`config.mk`:
```
export PLATFORM = sky130hd
export DESIGN_NAME = bus_key_unlock
export DESIGN_NICKNAME = d
export VERILOG_FILES = /design/src/rtl/bus_key_unlock.sv
export SDC_FILE = /design/constraint.sdc
export NUM_CORES = 1
export LEC_CHECK = 0
export BUFFER_PORTS_ARGS = -buffer_cell sky130_fd_sc_hd__buf_2
export CORE_UTILIZATION = 35
export CTS_BUF_LIST = sky130_fd_sc_hd__clkbuf_16
export DETAILED_ROUTE_END_ITERATION = 10
export HOLD_SLACK_MARGIN = 0.1
export SYNTH_ARGS = -nofsm -noshare
export SYNTH_HDL_FRONTEND = slang
export SYNTH_SLANG_ARGS = --single-unit
```
`constraint.sdc`:
```
create_clock -name clk -period 3.1 [get_ports clk]
set_input_delay 0.775 -clock clk [delete_from_list [all_inputs] [get_ports clk]]
set_output_delay 0.775 -clock clk [all_outputs]
set_load 0.01 [all_outputs]
```
`src/rtl/bus_key_unlock.sv`:
```
// Bus-access key-sequence detector: qualified reads in a decoded window must
// present a programmed sequence of key fields before read data is enabled.
module bus_key_unlock #(
   parameter int                 ADDR_W     = 14,
   parameter logic [ADDR_W-1:0]  WIN_MASK   = 14'h3000,
   parameter logic [ADDR_W-1:0]  WIN_MATCH  = 14'h1000,
   parameter int                 KEY_W      = 4,
   parameter int                 KEY_LSB    = 4,
   parameter int                 KEY_LEN    = 6,
   parameter logic [KEY_W-1:0]   RELOCK_KEY = 4'hF,
   parameter int                 TO_W       = 8,
   localparam int                PW         = $clog2(KEY_LEN + 1)
) (
   input  logic                       clk,
   input  logic                       rst_n,
   input  logic                       SSER,
   input  logic                       BR_W,
   input  logic [ADDR_W-1:0]          BA,
   input  logic                       bus_stb,
   input  logic [KEY_LEN*KEY_W-1:0]   key_seq,
   input  logic [TO_W-1:0]            timeout_cyc,
   input  logic                       lock,
   output logic                       unlocked,
   output logic [PW-1:0]              progress,
   output logic                       fail,
   output logic                       sdrd_oe
);

   typedef enum logic [1:0] {
      S_IDLE,
      S_MATCH,
      S_UNLOCKED
   } state_t;

   state_t            state, state_n;
   logic [PW-1:0]     progress_n;
   logic              fail_n;
   logic              unlocked_n;
   logic [TO_W-1:0]   cnt, cnt_n;

   logic              window;
   logic              qual;
   logic [KEY_W-1:0]  k;
   logic [KEY_W-1:0]  key0;
   logic [KEY_W-1:0]  exp_key;
   logic [PW-1:0]     prog_inc;
   logic [TO_W-1:0]   cnt_inc;

   assign window   = ~SSER & BR_W & ((BA & WIN_MASK) == WIN_MATCH);
   assign qual     = bus_stb & window;
   assign k        = BA[KEY_LSB +: KEY_W];
   assign key0     = key_seq[KEY_W-1:0];
   assign prog_inc = progress + PW'(1);
   assign cnt_inc  = cnt + TO_W'(1);
   assign sdrd_oe  = unlocked & window;

   // Select the key entry expected next, indexed by the current progress.
   always_comb begin
      exp_key = key0;
      for (int i = 1; i < KEY_LEN; i++) begin
         if (progress == PW'(i)) begin
            exp_key = key_seq[i*KEY_W +: KEY_W];
         end
      end
   end

   always_ff @(posedge clk or negedge rst_n) begin
      if (!rst_n) begin
         state    <= S_IDLE;
         progress <= '0;
         fail     <= 1'b0;
         unlocked <= 1'b0;
         cnt      <= '0;
      end else begin
         state    <= state_n;
         progress <= progress_n;
         fail     <= fail_n;
         unlocked <= unlocked_n;
         cnt      <= cnt_n;
      end
   end

   // The idle counter defaults to clear so any state change or access resets it.
   always_comb begin
      state_n    = state;
      progress_n = progress;
      fail_n     = 1'b0;
      cnt_n      = '0;
      if (lock) begin
         state_n    = S_IDLE;
         progress_n = '0;
      end else begin
         case (state)
            S_IDLE: begin
               if (qual && (k == key0)) begin
                  state_n    = S_MATCH;
                  progress_n = PW'(1);
               end
            end
            S_MATCH: begin
               if (qual) begin
                  if (k == exp_key) begin
                     progress_n = prog_inc;
                     if (prog_inc == PW'(KEY_LEN)) begin
                        state_n = S_UNLOCKED;
                     end
                  end else begin
                     fail_n = 1'b1;
                     if (k == key0) begin
                        progress_n = PW'(1);
                     end else begin
                        state_n    = S_IDLE;
                        progress_n = '0;
                     end
                  end
               end else if ((timeout_cyc != '0) && (cnt_inc == timeout_cyc)) begin
                  state_n    = S_IDLE;
                  progress_n = '0;
                  fail_n     = 1'b1;
               end else begin
                  cnt_n = cnt_inc;
               end
            end
            S_UNLOCKED: begin
               if (qual && (k == RELOCK_KEY)) begin
                  state_n    = S_IDLE;
                  progress_n = '0;
               end
            end
            default: begin
               state_n    = S_IDLE;
               progress_n = '0;
            end
         endcase
      end
      unlocked_n = (state_n == S_UNLOCKED);
   end

endmodule

```
==> reports/qor.csv, run 1 <==
stage,metric,value,unit
outcome,status,completed,
power_and_ir_drop,clock_power_share,47.0,%
setup_path,cp_max_fo,7,
floorplan,die_w,67.85,um
logic_synthesis,yosys_most_used_dff,dfrtp_1,
placed_design,dp_slack,0.2150,ns
grt,overflow,0,
setup_path,path_class,reg -> reg,
placed_design,io_buffers,49,
cts,clkTransAtPathRegs,0.05,ns
routing,ant_nets,0,
layout,final_cell_mix,"buf_2, nor2_1, dfrtp_1",
setup_path,slowest_stage,dfrtp_1,
setup_path,cp.arrival,3.00,ns
cts,cts-root-buf,clkbuf_16,
routing,wirelength,4.038,mm
min_path,hold_path.class,in -> async,
setup_path,endpoint_kind,flop,
floorplan,ios,58,
timing,setup_tns,0,ns
routing,via_per_inst,5.298,
timing,max_freq,349.0,MHz
setup_path,max_stage_delay,0.45,ns
power_and_ir_drop,p_leak,0.8753,nW
logic_synthesis,synth.yosys.seq_area_share,24.73,%
grt,antenna_found_initial,0,
floorplan,core_area,4086,um2
timing,timing.final.ws_setup,0.2348,ns
logic_synthesis,synth-async-reset-ratio,100.0,%
cts,clk_latency,0.24,ns
power_and_ir_drop,p_per_area,282.7,nW/um2
grt,top_usage_layer,met2,
logic_synthesis,netlist_instances,189,
layout,final_common_cell,buf_2,
timing,finalCritPeriodShare,92.43,%
grt,grt_max_degree,16,
timing,rsz0062_at_grt,false,
logic_synthesis,ys_ff_latch,15,
layout,diodes,0,
routing,drcViolationCount,0,
grt,grtUsageMet1,23.64,%
cts,post_cts_buffers,0,
grt,grt_pass1_wl,6.258,mm
layout,drive_gt1_share,27.20,%
timing,tightest_slew,0.4390,ns
power_and_ir_drop,p_int,411.3,uW
grt,grt_pass1_vias,1404,
logic_synthesis,synth_edf_count,0,
cts,h-tree-depth,1,
logic_synthesis,syn_area_per_cell,8.030,um2
timing,period_minus_slack,2.865,ns
layout,final_nets,299,
cts,cts_max_path_buffers,2,
job,maxCapViolCount,0,
logic_synthesis,yosys_warnings,0,
layout,areaGrowthSynthToFinish,25.39,%
routing,first_pass_iters,4,
logic_synthesis,synth_area,1518,um2
routing,wl_per_cell,13.97,um
placed_design,globalplace.congestion,0.9021,
floorplan,rows,23,
cts,cts_resized,0,
setup_path,crit_chain,"inv_1, ha_1, nor2b_1, a22o_1, o31a_1, nor4_1, nand4_1, or2_1, mux2_2, o221a_2",
routing,vias,1531,
setup_path,worstPathRequired,3.23,ns
timing,hold_viol_final,0,
placed_design,hpwl,3.190,mm
power_and_ir_drop,switchingPower,126.7,uW
layout,stdcell_count,289,
timing,setup_viol,0,
cts,holdBufCountCts,0,
timing,slew_violations,0,
power_and_ir_drop,seqPwrFrac,36.5,%
routing,drtIter0Drc,103,
power_and_ir_drop,switching_share,23.56,%
logic_synthesis,synth_cell_types,54,
cts,numCtsBuffers,3,
grt,gr-usage-met3,3.833,%
grt,grtUsageMet2,31.06,%
timing,relSlewSlack,70.34,%
placed_design,dp_cells,285,
floorplan,die_area,4604,um2
cts,cts.sinks,15,
cts,cts_tree,yes,
setup_path,start_kind,flop,
floorplan,die_h,67.85,um
grt,gr-usage-all-layers,18.17,%
timing,skew,0.001159,ns
setup_path,cpLargestDelayFamily,simple AND/OR/NAND/NOR gates,
logic_synthesis,syn_nets,248,
setup_path,cp_num_buf_inv,1,
power_and_ir_drop,pwr-share-comb,16.5,%
layout,final_core_util,46.57,%
floorplan,start_util,37.14,%
power_and_ir_drop,irDropWorstVdd,183.9,uV
[cell type report]
class | instances | area, um2
clock buffer | 3 | 75.07
tap | 50 | 62.56
multi-input combinational | 155 | 1065
inverter | 12 | 45.04
fill | 429 | 2183
sequential | 15 | 375.4
timing repair buffer | 53 | 275.3
clock inverter | 1 | 5.005
[power by group through the flow]
stage	combinational [mW]	sequential, mW	clock (mW)
global route	0.0989	0.196	0.269
finish	0.0887	0.197	0.253
CTS	0.0894	0.196	0.258
floorplan	0.0389	0.200	0
detailed placement	0.0890	0.200	0
global placement	0.0887	0.200	0
[logic make-up (layout without fill, tap and decap cells)]
logic type,Yosys count,in the layout,share of synthesized area [%]
simple gates,75,75,26.30
compound gates,51,51,24.08
buf+inv,19,69,5.440
xor+xnor,18,18,10.88
flops,15,15,24.73
fa+ha+maj,7,7,5.771
mux,4,4,2.803
[registers in the layout, indices dropped and copies added (netlist names)]
name and flops:
unlocked 1, progress 3, cnt 8, fail 1, state 2
[cells in the mapped netlist, drive strengths merged, types with 2 or more instances]
| master | n | area share (%) |
|---|---|---|
| mux2i | 2 | 1.3 |
| nor2 | 19 | 4.7 |
| and3b | 2 | 1.2 |
| ha | 7 | 5.8 |
| o31a | 2 | 1.2 |
| a2111oi | 2 | 2.4 |
| o32ai | 2 | 1.2 |
| nor2b | 6 | 2.5 |
| mux2 | 2 | 1.5 |
| nand2 | 14 | 3.5 |
| and2 | 2 | 0.82 |
| nor4 | 5 | 2.1 |
| xor2 | 9 | 5.7 |
| a221o | 2 | 1.3 |
| buf | 4 | 1.7 |
| a21oi | 14 | 4.6 |
| a21o | 2 | 0.99 |
| xnor2 | 9 | 5.2 |
| dfrtp | 15 | 25 |
| o21ai | 10 | 3.3 |
| o22ai | 3 | 1.2 |
| clkbuf | 3 | 0.74 |
| nand2b | 3 | 1.2 |
| nand4 | 2 | 0.82 |
| nand3 | 9 | 3.3 |
| nor3 | 3 | 0.99 |
| and3 | 3 | 1.6 |
| inv | 12 | 3.0 |
[path summary, 6_finish.rpt]
kind	startpoint	endpoint	slack, ns	cells after the start
max in group asynchronous	rst_n	state[1]	2.40	1
min reg2reg	cnt[0]	cnt[0]	0.50	1
min	rst_n	cnt[6]	0.44	1
max reg2reg	progress[0]	state[0]	0.23	10
max	progress[0]	state[0]	0.23	10
min in group clk	cnt[0]	cnt[0]	0.50	1
[worst register-to-register path: cells and delay by family, from the launching register on]
kind            cells  cell delay, ns
simple gates        4            0.99
compound gates      3            0.67
flops               1            0.45
fa+ha+maj           1            0.27
mux                 1            0.27
buf+inv             1            0.10
[metrics by stage]
step	power, mW	hold slack, ns	area (um2)
detailed placement	0.2887	0.4989	1818
floorplan	0.2386	0.4722	1518
finish	0.5380	0.4373	1903
CTS	0.5436	0.4532	1898
global route	0.5641	0.4677	1903
global placement	0.2885	0.5008	1818
[metal layers]
layer	part of all wire, %	up-vias
li1	-	786
met1	46	704
met2	48	37
met3	5.0	4
met4	0.59	0
met5	0	-
(Power assumes the default switching activity.)
==> run 2, diff against run 1 <==
--- a/config.mk
+++ b/config.mk
@@ -6,10 +6,11 @@
 export NUM_CORES = 1
 export LEC_CHECK = 0
 export BUFFER_PORTS_ARGS = -buffer_cell sky130_fd_sc_hd__buf_2
-export CORE_UTILIZATION = 35
+export CORE_UTILIZATION = 49
 export CTS_BUF_LIST = sky130_fd_sc_hd__clkbuf_16
 export DETAILED_ROUTE_END_ITERATION = 10
 export HOLD_SLACK_MARGIN = 0.1
+export PLACE_DENSITY = 0.8
 export SYNTH_ARGS = -nofsm -noshare
 export SYNTH_HDL_FRONTEND = slang
 export SYNTH_SLANG_ARGS = --single-unit
==> reports/qor.csv, run 2 (synthesis results as in run 1) <==
stage,metric,value,unit
outcome,status,"finished, violations left",
outcome,violations,DRC,
cts,clkTransAtPathRegs,0.05,ns
cts,post_cts_buffers,0,
setup_path,endpoint_kind,flop,
cts,cts.sinks,15,
floorplan,die_h,57.66,um
placed_design,hpwl,2.974,mm
layout,reg.largest.list,"cnt (8), progress (3), state (2)",
layout,drive_gt1_share,26.89,%
layout,largest_reg_flops,8,
timing,period_minus_slack,2.961,ns
setup_path,cp.arrival,3.09,ns
layout,stdcell_count,269,
power_and_ir_drop,p_leak,0.8737,nW
grt,gr-usage-all-layers,24.69,%
setup_path,crit_chain,"inv_1, ha_1, buf_4, a21o_1, a21oi_1, nor4b_1, nor4_1, nand4_1, or2_1, mux2_2, o221a_2",
setup_path,r2r-start,progress[1],
cts,cts_max_path_buffers,2,
timing,relSlewSlack,64.33,%
power_and_ir_drop,irDropWorstVdd,359.7,uV
power_and_ir_drop,switchingPower,119.6,uW
timing,skew,0.002340,ns
routing,ant_nets,0,
min_path,hold_path.class,in -> async,
layout,diodes,0,
floorplan,core_area,2853,um2
setup_path,max_stage_delay,0.41,ns
cts,cts_tree,yes,
cts,h-tree-depth,1,
routing,drcViolationCount,3,
job,maxCapViolCount,0,
floorplan,rows,19,
placed_design,globalplace.congestion,0.9290,
placed_design,dp_cells,265,
grt,grt_max_degree,16,
power_and_ir_drop,p_int,409.4,uW
placed_design,io_buffers,49,
layout,final_common_cell,buf_2,
layout,final_cell_mix,"buf_2, nor2_1, dfrtp_1",
timing,tightest_slew,0.5279,ns
setup_path,path_class,reg -> reg,
timing,hold_viol_final,0,
setup_path,startpoint,progress[1],
timing,timing.final.ws_setup,0.1393,ns
setup_path,slowest_stage,dfrtp_1,
timing,slew_violations,0,
grt,overflow,0,
timing,finalCritPeriodShare,95.51,%
routing,via_per_inst,5.721,
timing,setup_viol,0,
power_and_ir_drop,pwr-share-comb,16.7,%
routing,first_pass_iters,7,
cts,cts-root-buf,clkbuf_16,
power_and_ir_drop,seqPwrFrac,37.2,%
floorplan,die_area,3324,um2
grt,antenna_found_initial,0,
routing,wirelength,3.754,mm
floorplan,die_w,57.66,um
timing,setup_tns,0,ns
layout,final_nets,298,
cts,numCtsBuffers,3,
layout,regMostFlops,cnt,
power_and_ir_drop,clock_power_share,46.1,%
floorplan,ios,58,
setup_path,worstPathRequired,3.23,ns
setup_path,cp_max_fo,14,
cts,clk_latency,0.24,ns
routing,wl_per_cell,13.96,um
timing,max_freq,337.8,MHz
cts,holdBufCountCts,0,
power_and_ir_drop,switching_share,22.61,%
grt,grt_pass1_wl,6.382,mm
setup_path,start_kind,flop,
placed_design,dp_slack,0.2088,ns
routing,vias,1539,
cts,cts_resized,0,
layout,areaGrowthSynthToFinish,23.66,%
timing,rsz0062_at_grt,false,
routing,drtIter0Drc,82,
grt,grt_pass1_vias,1463,
floorplan,start_util,53.20,%
power_and_ir_drop,p_per_area,281.9,nW/um2
[run 2: cell type report]
class	count	area [um2]
clock buffer	3	75.07
clock inverter	1	3.754
fill	259	975.9
inverter	12	45.04
multi-input combinational	155	1071
sequential	15	375.4
tap	31	38.79
timing repair buffer	52	267.8
[run 2: final timing paths]
kind                       slack [ns]  endpoint  depth (start not counted)
max                              0.14  state[0]                         11
min                              0.43    cnt[4]                          1
max reg2reg                      0.14  state[0]                         11
min reg2reg                      0.53    cnt[0]                          1
max in group asynchronous        2.42    cnt[0]                          1
min in group clk                 0.53    cnt[0]                          1
[run 2: power by group through the flow]
| stage | Sequential (mW) | Combinational [mW] | Clock [mW] |
|---|---|---|---|
| floorplan | 0.200 | 0.0389 | 0 |
| global placement | 0.200 | 0.0860 | 0 |
| CTS | 0.197 | 0.0876 | 0.251 |
| finish | 0.197 | 0.0886 | 0.244 |
| global route | 0.196 | 0.0984 | 0.259 |
| detailed placement | 0.200 | 0.0868 | 0 |
[run 2: routing by layer]
layer	track usage [%]	share of wire [%]	wire length, um	vias to the layer above
met4	6.122	0.93	35	0
met3	5.804	6.3	238	6
li1	-	-	-	787
met2	40.20	47	1780	49
met1	33.43	45	1700	697
met5	0	0	0	-
[run 2: worst max-delay path, delay by kind of cell (launching register included)]
kind,cells,cell delay (ns)
AOI/OAI and AO/OA,3,0.45
adders and majority gates,1,0.29
buffers and inverters,2,0.36
DFF,1,0.41
muxes,1,0.28
and+or+nand+nor,4,1.06
[run 2: metrics by stage]
step | power [mW] | util (%) | hold slack, ns | area, um2
3_3_place_gp | 0.2857 | 62.63 | 0.4993 | 1787
4_1_cts | 0.5356 | 65.39 | 0.4355 | 1866
6_report | 0.5290 | 65.79 | 0.4289 | 1877
3_5_place_dp | 0.2865 | 62.63 | 0.5146 | 1787
2_1_floorplan | 0.2386 | - | 0.4722 | 1518
5_1_grt | 0.5539 | 65.79 | 0.4647 | 1877
==> run 3, diff against run 2 <==
--- a/config.mk
+++ b/config.mk
@@ -6,6 +6,8 @@
 export NUM_CORES = 1
 export LEC_CHECK = 0
 export BUFFER_PORTS_ARGS = -buffer_cell sky130_fd_sc_hd__buf_2
+export CORE_ASPECT_RATIO = 2
+export CORE_MARGIN = 2
 export CORE_UTILIZATION = 49
 export CTS_BUF_LIST = sky130_fd_sc_hd__clkbuf_16
 export DETAILED_ROUTE_END_ITERATION = 10
==> reports/qor.csv, run 3 (synthesis results as in run 1) <==
stage,metric,value,unit
routing,first_pass_iters,6,
layout,stdcell_area,1914,um2
routing,via_per_inst,6.026,
timing,skew,0.002556,ns
floorplan,die_h,82.71,um
grt,gr-usage-met3,1.522,%
power_and_ir_drop,p_per_area,279.4,nW/um2
floorplan,start_util,51.57,%
power_and_ir_drop,p_leak,0.8930,nW
timing,setup_viol,0,
min_path,hold_path.class,in -> async,
floorplan,die_w,43.36,um
grt,antenna_found_initial,0,
layout,reg.largest.list,"cnt (8), progress (3), state (2)",
floorplan,ios,58,
timing,relSlewSlack,64.74,%
layout,areaGrowthSynthToFinish,26.13,%
cts,cts_max_path_buffers,2,
grt,top_usage_layer,met2,
setup_path,path_class,reg -> reg,
placed_design,globalplace.congestion,0.9793,
grt,grtUsageMet2,47.16,%
layout,fillers,285,
routing,wl_per_cell,15.49,um
setup_path,worstPathRequired,3.23,ns
outcome,status,completed,
timing,max_freq,332.5,MHz
grt,gr-usage-all-layers,23.69,%
setup_path,cp_max_fo,9,
routing,drtIter0Drc,36,
grt,overflow,0,
setup_path,endpoint_kind,flop,
setup_path,cp.arrival,3.13,ns
layout,regMostFlops,cnt,
routing,ant_nets,0,
layout,diodes,0,
layout,drive_gt1_share,28.93,%
placed_design,io_buffers,49,
cts,cts_tree,yes,
placed_design,placed_area,1815,um2
floorplan,die_area,3586,um2
floorplan,rows,28,
job,maxCapViolCount,0,
cts,numCtsBuffers,3,
power_and_ir_drop,irDropWorstVdd,304.1,uV
layout,final_common_cell,buf_2,
timing,hold_viol_final,0,
timing,slew_violations,0,
power_and_ir_drop,totalPowerFinal,534.9,uW
timing,tightest_slew,0.5276,ns
layout,final_cell_mix,"buf_2, nor2_1, a21oi_1, nand2_1, dfrtp_1",
cts,clk_latency,0.24,ns
timing,period_minus_slack,3.007,ns
routing,vias,1639,
cts,holdBufCountCts,0,
timing,finalCritPeriodShare,97.01,%
cts,post_cts_buffers,0,
floorplan,core_area,2943,um2
placed_design,dp_slack,0.1681,ns
setup_path,start_kind,flop,
routing,drcViolationCount,0,
cts,clkTransAtPathRegs,0.05,ns
timing,timing.final.ws_setup,0.09284,ns
grt,grt_pass1_wl,6.410,mm
grt,grt_pass1_vias,1566,
grt,grt_max_degree,16,
grt,grtUsageMet1,21.53,%
placed_design,hpwl,3.325,mm
cts,h-tree-depth,1,
layout,final_nets,302,
cts,cts.sinks,15,
cts,cts-root-buf,clkbuf_16,
routing,wirelength,4.214,mm
layout,largest_reg_flops,8,
-- run 3: repair_timing --
action,4_1_cts,5_1_grt
endpoints found under the setup margin,0,6
resized for setup,0,5
hold endpoints to repair,0,0
-- run 3: layer usage --
metal  share of wire [%]  wire length, um
met1                  33             1384
met2                  58             2455
met3                 4.5              190
met4                 4.3              183
met5                   0                0
-- run 3: worst paths after layout --
kind	to	start	slack (ns)	cells after the start
min	cnt[4]	rst_n	0.43	1
max	state[0]	progress[1]	0.09	11
max in group asynchronous	progress[0]	rst_n	2.39	1
min in group clk	cnt[0]	cnt[0]	0.52	1
min reg2reg	cnt[0]	cnt[0]	0.52	1
max reg2reg	state[0]	progress[1]	0.09	11
-- run 3: worst max-delay path: stages, from the launching register on --
cell     delay (ns)
dfrtp_1        0.40
inv_1          0.13
ha_1           0.25
buf_4          0.18
a21oi_1        0.05
o21ai_0        0.26
and3b_1        0.23
nor4_2         0.35
nand4_1        0.22
or2_1          0.29
mux2_2         0.28
o221a_2        0.25
-- run 3: area by class of cell --
type                    instances  area (um2)  share of cell area (%)
flip-flops and latches         15       376.6                   19.67
well taps                      30       37.54                   1.961
clock buffers                   3       75.07                   3.922
repair buffers                 56       297.8                   15.56
inverters                      12       45.04                   2.353
clock inverters                 1       3.754                  0.1961
multi-input cells             155        1079                   56.34
-- run 3: report_power, final --
part / internal (mW) / total, mW / switching [mW]
logic: 0.0443 / 0.0930 / 0.0488
registers: 0.197 / 0.197 / 0.000295
clock network: 0.170 / 0.245 / 0.0747
total: 0.411 / 0.535 / 0.124
-- run 3: per-stage QoR --
step	instances	TNS [ns]	hold slack (ns)	util, %
2_1_floorplan	189	0	0.4722	-
3_3_place_gp	268	0	0.5027	61.69
3_5_place_dp	268	0	0.5065	61.69
4_1_cts	272	0	0.4437	64.37
5_1_grt	272	-0.06052	0.4629	65.05
6_report	272	0	0.4334	65.05
